[src/rtl/ucode_loader.sv]
// ucode_loader
// ------------
// Boot-time loader for the 128 x 64-bit microcode control store, plus the
// hold/restart control for the microsequencer.
//
// A 32-bit valid/ready stream supplies, for every store entry, a low word
// followed by a high word. Each pair is written to the store one cycle after
// the high word is accepted. One trailing checksum word is then compared with
// the running XOR of every data word. A match releases the microsequencer
// with a single-cycle restart pulse. A mismatch parks the loader in an error
// state with the sequencer still held.
//
// Ports
//   clk          : single clock, rising edge
//   reset        : asynchronous, active-high reset
//   start        : one-cycle request to (re)load the store (ignored while busy)
//   in_valid     : stream word valid
//   in_data      : stream word (lo, hi, ..., checksum)
//   in_ready     : loader accepts in_data this cycle (decoded from state only)
//   cs_we        : control-store write enable (one cycle per entry)
//   cs_waddr     : control-store write address
//   cs_wdata     : control-store write data {hi, lo}
//   seq_hold     : microsequencer must not advance while high
//   seq_restart  : one-cycle pulse forcing the sequencer address to 0
//   busy         : load in progress
//   done         : store loaded and checksum verified
//   err          : checksum mismatch on the last load

module ucode_loader #(
    parameter int DEPTH  = 128,
    parameter int ADDR_W = 7,
    parameter int WORD_W = 64,
    parameter int IN_W   = 32
) (
    input  logic              clk,
    input  logic              reset,
    input  logic              start,
    input  logic              in_valid,
    input  logic [IN_W-1:0]   in_data,
    output logic              in_ready,
    output logic              cs_we,
    output logic [ADDR_W-1:0] cs_waddr,
    output logic [WORD_W-1:0] cs_wdata,
    output logic              seq_hold,
    output logic              seq_restart,
    output logic              busy,
    output logic              done,
    output logic              err
);

    // One extra counter bit so the entry count can never alias back to 0
    // within a load.
    localparam int               CNT_W = ADDR_W + 1;
    localparam logic [CNT_W-1:0] LAST  = CNT_W'(DEPTH - 1);

    typedef enum logic [2:0] {
        IDLE,
        LO,
        HI,
        CHECK,
        RUN,
        ERR
    } state_t;

    state_t            state_q,       state_d;
    logic [CNT_W-1:0]  cnt_q,         cnt_d;
    logic [IN_W-1:0]   acc_q,         acc_d;
    logic [IN_W-1:0]   lo_q,          lo_d;
    logic              cs_we_q,       cs_we_d;
    logic [ADDR_W-1:0] cs_waddr_q,    cs_waddr_d;
    logic [WORD_W-1:0] cs_wdata_q,    cs_wdata_d;
    logic              seq_hold_q,    seq_hold_d;
    logic              seq_restart_q, seq_restart_d;
    logic              busy_q,        busy_d;
    logic              done_q,        done_d;
    logic              err_q,         err_d;
    logic              in_ready_q,    in_ready_d;
    logic              xfer;

    // in_ready_q is registered from the next state, so it is exactly a
    // function of the current state.
    assign xfer = in_valid & in_ready_q;

    // Next-state and datapath updates. Nothing changes unless a word is
    // actually transferred, so input stalls are side-effect free.
    always_comb begin
        state_d    = state_q;
        cnt_d      = cnt_q;
        acc_d      = acc_q;
        lo_d       = lo_q;
        cs_we_d    = 1'b0;
        cs_waddr_d = cs_waddr_q;
        cs_wdata_d = cs_wdata_q;

        case (state_q)
            IDLE, RUN, ERR: begin
                if (start) begin
                    state_d = LO;
                    cnt_d   = '0;
                    acc_d   = '0;
                end
            end
            LO: begin
                if (xfer) begin
                    lo_d    = in_data;
                    acc_d   = acc_q ^ in_data;
                    state_d = HI;
                end
            end
            HI: begin
                if (xfer) begin
                    acc_d      = acc_q ^ in_data;
                    cs_we_d    = 1'b1;
                    cs_waddr_d = cnt_q[ADDR_W-1:0];
                    cs_wdata_d = {in_data, lo_q};
                    cnt_d      = cnt_q + CNT_W'(1);
                    state_d    = (cnt_q == LAST) ? CHECK : LO;
                end
            end
            CHECK: begin
                if (xfer) begin
                    state_d = (in_data == acc_q) ? RUN : ERR;
                end
            end
            default: begin
                state_d = IDLE;
            end
        endcase
    end

    // Status outputs are decoded from the next state and registered, so they
    // are glitch-free and only move on state transitions. The restart pulse
    // marks the single cycle in which RUN is first entered.
    always_comb begin
        seq_hold_d    = (state_d != RUN);
        done_d        = (state_d == RUN);
        err_d         = (state_d == ERR);
        busy_d        = (state_d == LO) || (state_d == HI) || (state_d == CHECK);
        in_ready_d    = busy_d;
        seq_restart_d = (state_d == RUN) && (state_q != RUN);
    end

    always_ff @(posedge clk or posedge reset) begin
        if (reset) begin
            state_q       <= IDLE;
            cnt_q         <= '0;
            acc_q         <= '0;
            lo_q          <= '0;
            cs_we_q       <= 1'b0;
            cs_waddr_q    <= '0;
            cs_wdata_q    <= '0;
            seq_hold_q    <= 1'b1;
            seq_restart_q <= 1'b0;
            busy_q        <= 1'b0;
            done_q        <= 1'b0;
            err_q         <= 1'b0;
            in_ready_q    <= 1'b0;
        end else begin
            state_q       <= state_d;
            cnt_q         <= cnt_d;
            acc_q         <= acc_d;
            lo_q          <= lo_d;
            cs_we_q       <= cs_we_d;
            cs_waddr_q    <= cs_waddr_d;
            cs_wdata_q    <= cs_wdata_d;
            seq_hold_q    <= seq_hold_d;
            seq_restart_q <= seq_restart_d;
            busy_q        <= busy_d;
            done_q        <= done_d;
            err_q         <= err_d;
            in_ready_q    <= in_ready_d;
        end
    end

    assign in_ready    = in_ready_q;
    assign cs_we       = cs_we_q;
    assign cs_waddr    = cs_waddr_q;
    assign cs_wdata    = cs_wdata_q;
    assign seq_hold    = seq_hold_q;
    assign seq_restart = seq_restart_q;
    assign busy        = busy_q;
    assign done        = done_q;
    assign err         = err_q;

endmodule

[config.mk]
export PLATFORM = sky130hd
export DESIGN_NAME = ucode_loader
export DESIGN_NICKNAME = d
export VERILOG_FILES = /design/src/rtl/ucode_loader.sv
export SDC_FILE = /design/constraint.sdc
export NUM_CORES = 1
export LEC_CHECK = 0
export ABC_AREA = 1
export BUFFER_PORTS_ARGS = -buffer_cell sky130_fd_sc_hd__buf_4
export CAP_MARGIN = 15
export CORE_MARGIN = 2
export CORE_UTILIZATION = 45
export DETAILED_ROUTE_END_ITERATION = 10
export PLACE_DENSITY_LB_ADDON = 0.12
export SLEW_MARGIN = 20
export SYNTH_ARGS = -nofsm -noshare
export SYNTH_HDL_FRONTEND = slang
export SYNTH_SLANG_ARGS = --single-unit
[constraint.sdc]
create_clock -name clk -period 15.25 [get_ports clk]
set_input_delay 3.05 -clock clk [delete_from_list [all_inputs] [get_ports clk]]
set_output_delay 3.05 -clock clk [all_outputs]
set_load 0.005 [all_outputs]
==> metrics.md <==
| Metric | Value |
|---|---|
| Max FO, Critical Path | `between 60 and 70` |
| Starting density of the core | `between 40% and 50%` |
| Reg2Reg Setup Slack | `between 10000 and 15000 ps` |
| Sequential area share after synthesis | `between 50% and 60%` |
| DRT Pass-1 Iters | `5` |
| # rows | `between 40 and 50` |
| Area Overhead vs Synth | `23.45%` |
| Hold_buf cts | `0` |
| Global-route wire length before repair | `~24000 um` |
| Vias in the first global route | `a little under 5000` |
| Synth area leader | `dfrtp_1` |
| Clock skew | `8.530 ps` |
| Initial antenna violation count | `0` |
| Via count | `a little under 5000` |
| Largest net degree at the start of global routing | `97` |
| Clock sink count | `roughly 150` |
| Reg2Reg Capture Point | `acc_q[29]` |
| Hold Crit Class | `flop to flop` |
| Final hold violation count | `0` |
| Largest family of logic cells by synthesized area | `simple AND/OR/NAND/NOR gates` |
| Xor/xnor share of the synthesized area | `under 10%` |
| WL/cell | `between 10 and 15 um` |
| MaxCap Viol Count | `0` |
| Complex-gate fraction of the synthesized area | `under 10%` |
| Highest clock rate | `approximately 190 MHz` |
| Critical Path AT | `between 5000 and 6000 ps` |
| EDFF count, synth | `0` |
| Period utilization | `35.02%` |
| Post-synth top flop | `dfrtp_1` |
| Utilization after layout | `roughly 57%` |
| R2R Path Start | `in_ready` |
| Total gr overflow | `0` |
| Endpoint, Worst Hold | `cs_wdata[1]` |
| Setup bufs post-CTS | `0` |
| Number of synthesized register bits | `152` |
| Gate power share | `32.5%` |
| Crit. End Element | `flop` |
| CTS tree | `yes` |
| Worst path required time | `about 16000 ps` |
| Final setup margin | `9910 ps` |
| GRT Overall Usage | `18.98%` |
| Max_slew headroom | `45.16%` |
| RSZ-0062 raised after global routing | `false` |
| Core area | `about 14000 um2` |
| Diode count | `0` |
| Gate count of the mapped netlist | `between 700 and 800` |
| Setup violations, final | `0` |
| Clock slew at reported path FFs | `60 ps` |
| NetSw | `0.5497 mW` |
| Hold_sp | `lo_q[1]` |
| Synthesized Nets | `between 700 and 800` |
| Routability cong. | `approximately 0.81` |
| Post-layout minimum cycle time | `5340 ps` |
| Worst-skew pair later-pin latency | `430 ps` |
| Outcome | `completed` |
| Setup TNS | `0 ps` |
| Least-Margin Pin Slew | `822.6 ps` |
| Synth warnings | `0` |
| Htree depth | `4` |
| Proportion of synthesized area in mux cells | `0%` |
| Root Buffer | `clkbuf_16` |
| Final count of pins violating max slew | `0` |
| Die H | `~120 um` |
| Synth Area in Simple Gates | `slightly above 20%` |
| Total power | `1.663 mW` |
| Residual DRC count | `0` |
| Reg2Reg Depth | `7` |
| Die area | `around 15000 um2` |
| CTS Buf Count | `17` |
| Leakage | `about 4.1 nW` |
| Pre-CTS setup slack | `9490 ps` |
| Commonest non-fill, non-tap cell in the layout | `nand2_1` |
| Placed inst area | `between 7000 and 8000 um2` |
| Ports | `between 100 and 150` |
| Pwr Density | `around 210 nW/um2` |
| # port buffers | `between 100 and 150` |
| Peak VDD IR | `between 0.00008 and 0.00009 V` |
| Crit path kind | `primary input to flop` |
| Average footprint of a synthesized cell | `9.173 um2` |
| Distinct cells, synth | `34` |
| WHS Path Cells | `2` |
| Layout cells sized above 1 | `between 20% and 30%` |
| Die W | `~120 um` |
| Reg power frac | `between 40 and 50%` |
| Top cell type's share of synthesized area | `between 50 and 60%` |
| Post-Syn Area | `6504 um2` |
| Asr flop ratio synth | `100.0%` |
| Clk buf depth | `2` |
| Switching Fraction | `33.05%` |
| Overall routed net length | `between 10000 and 15000 um` |
| Final antenna-violating net count | `0` |
| Commonest non-fill, non-tap cells in the layout | `nand2_1 (224), dfrtp_1 (151), buf_4 (116)` |
| Drt initial violations | `between 300 and 400` |
| Internal Power | `around 1.1 mW` |
| DP Wirelength | `9217 um` |
| Post-cts gate resize count | `0` |
| Clk network pwr share | `roughly 27%` |
| Area contributors post-synth | `dfrtp_1 (58%), nand2_1 (13%), o21ai_1 (8.0%)` |
| Startpoint types | `primary input` |
| Nets | `roughly 850` |
| Adder-cell share of the synthesized area | `0.1924%` |
| Vias/cell | `between 4 and 5` |
| Final non-filler cell area | `around 8000 um2` |
## per-layer routing
layer  track usage (%)  part of all wire (%)
met1             24.17                    45
met4             6.940                   1.4
met2             31.12                    49
met3             5.250                   4.5
met5                 0                     0
## how the worst max path moves through the flow
stage | from | slack [ps] | to | cells after the start
2_1_floorplan | reset | 8110 | acc_q[0] | 1
3_3_place_gp | in_valid | 9550 | in_ready | 10
3_5_place_dp | in_valid | 9490 | acc_q[12] | 8
4_1_cts | in_valid | 9950 | in_ready | 10
5_1_grt | in_valid | 9720 | acc_q[11] | 8
6_report | in_valid | 9910 | acc_q[29] | 8
## final cells by class
type / instances / area, um2
Sequential cell: 152 / 3805
Multi-Input combinational cell: 440 / 2176
Clock inverter: 7 / 140.1
Inverter: 84 / 320.3
Clock buffer: 24 / 491.7
Fill cell: 1256 / 5959
Timing Repair Buffer: 116 / 870.8
Tap cell: 180 / 225.2
## stage by stage
stage,cells,hold slack [ps]
5_1_grt,1003,502.0
3_5_place_dp,972,456.3
3_3_place_gp,972,451.8
6_report,1003,473.0
2_1_floorplan,709,442.2
4_1_cts,1003,470.8
## state kept, by name, indices dropped and copies added (netlist names), 3 cells and up
| signal | flops |
|---|---|
| state_q | 3 |
| cs_wdata | 64 |
| cnt_q | 8 |
| cs_waddr | 7 |
| lo_q | 32 |
| acc_q | 32 |
## logic make-up (layout without fill, tap and decap cells)
logic type      Yosys count  in the layout
flops                   152            152
xor+xnor                 23             23
simple gates            300            300
fa+ha+maj                 1              1
compound gates          116            116
buf+inv                 117            231
## synth_stat cells, types with 2 or more instances
library cell	instances
nand2_4	4
nor2_1	21
a21oi_1	3
nand3_1	6
nand2_1	224
o21ai_1	104
nor2_4	2
nand3b_1	19
nand4_1	10
nor3_2	2
nor3_1	3
xor2_1	4
inv_2	3
buf_6	4
xnor2_1	19
nand2_2	3
a31oi_1	2
nand3_2	2
dfrtp_1	151
buf_2	22
o21ai_0	2
buf_4	7
inv_1	81
## power by group through the flow
stage	clock [mW]	sequential (mW)	combinational, mW
3_3_place_gp	0	0.672	0.529
5_1_grt	0.475	0.695	0.614
4_1_cts	0.459	0.674	0.549
3_5_place_dp	0	0.678	0.545
2_1_floorplan	0	0.667	0.345
6_report	0.450	0.672	0.541
## worst max-delay path, cell delays in order
cell      delay (ps)
buf_4            110
nand2_1          120
inv_1            150
nand2_4          410
buf_4            670
nand3_4          640
nand3b_1         320
o21ai_1           90
(Power assumes the default switching activity.)
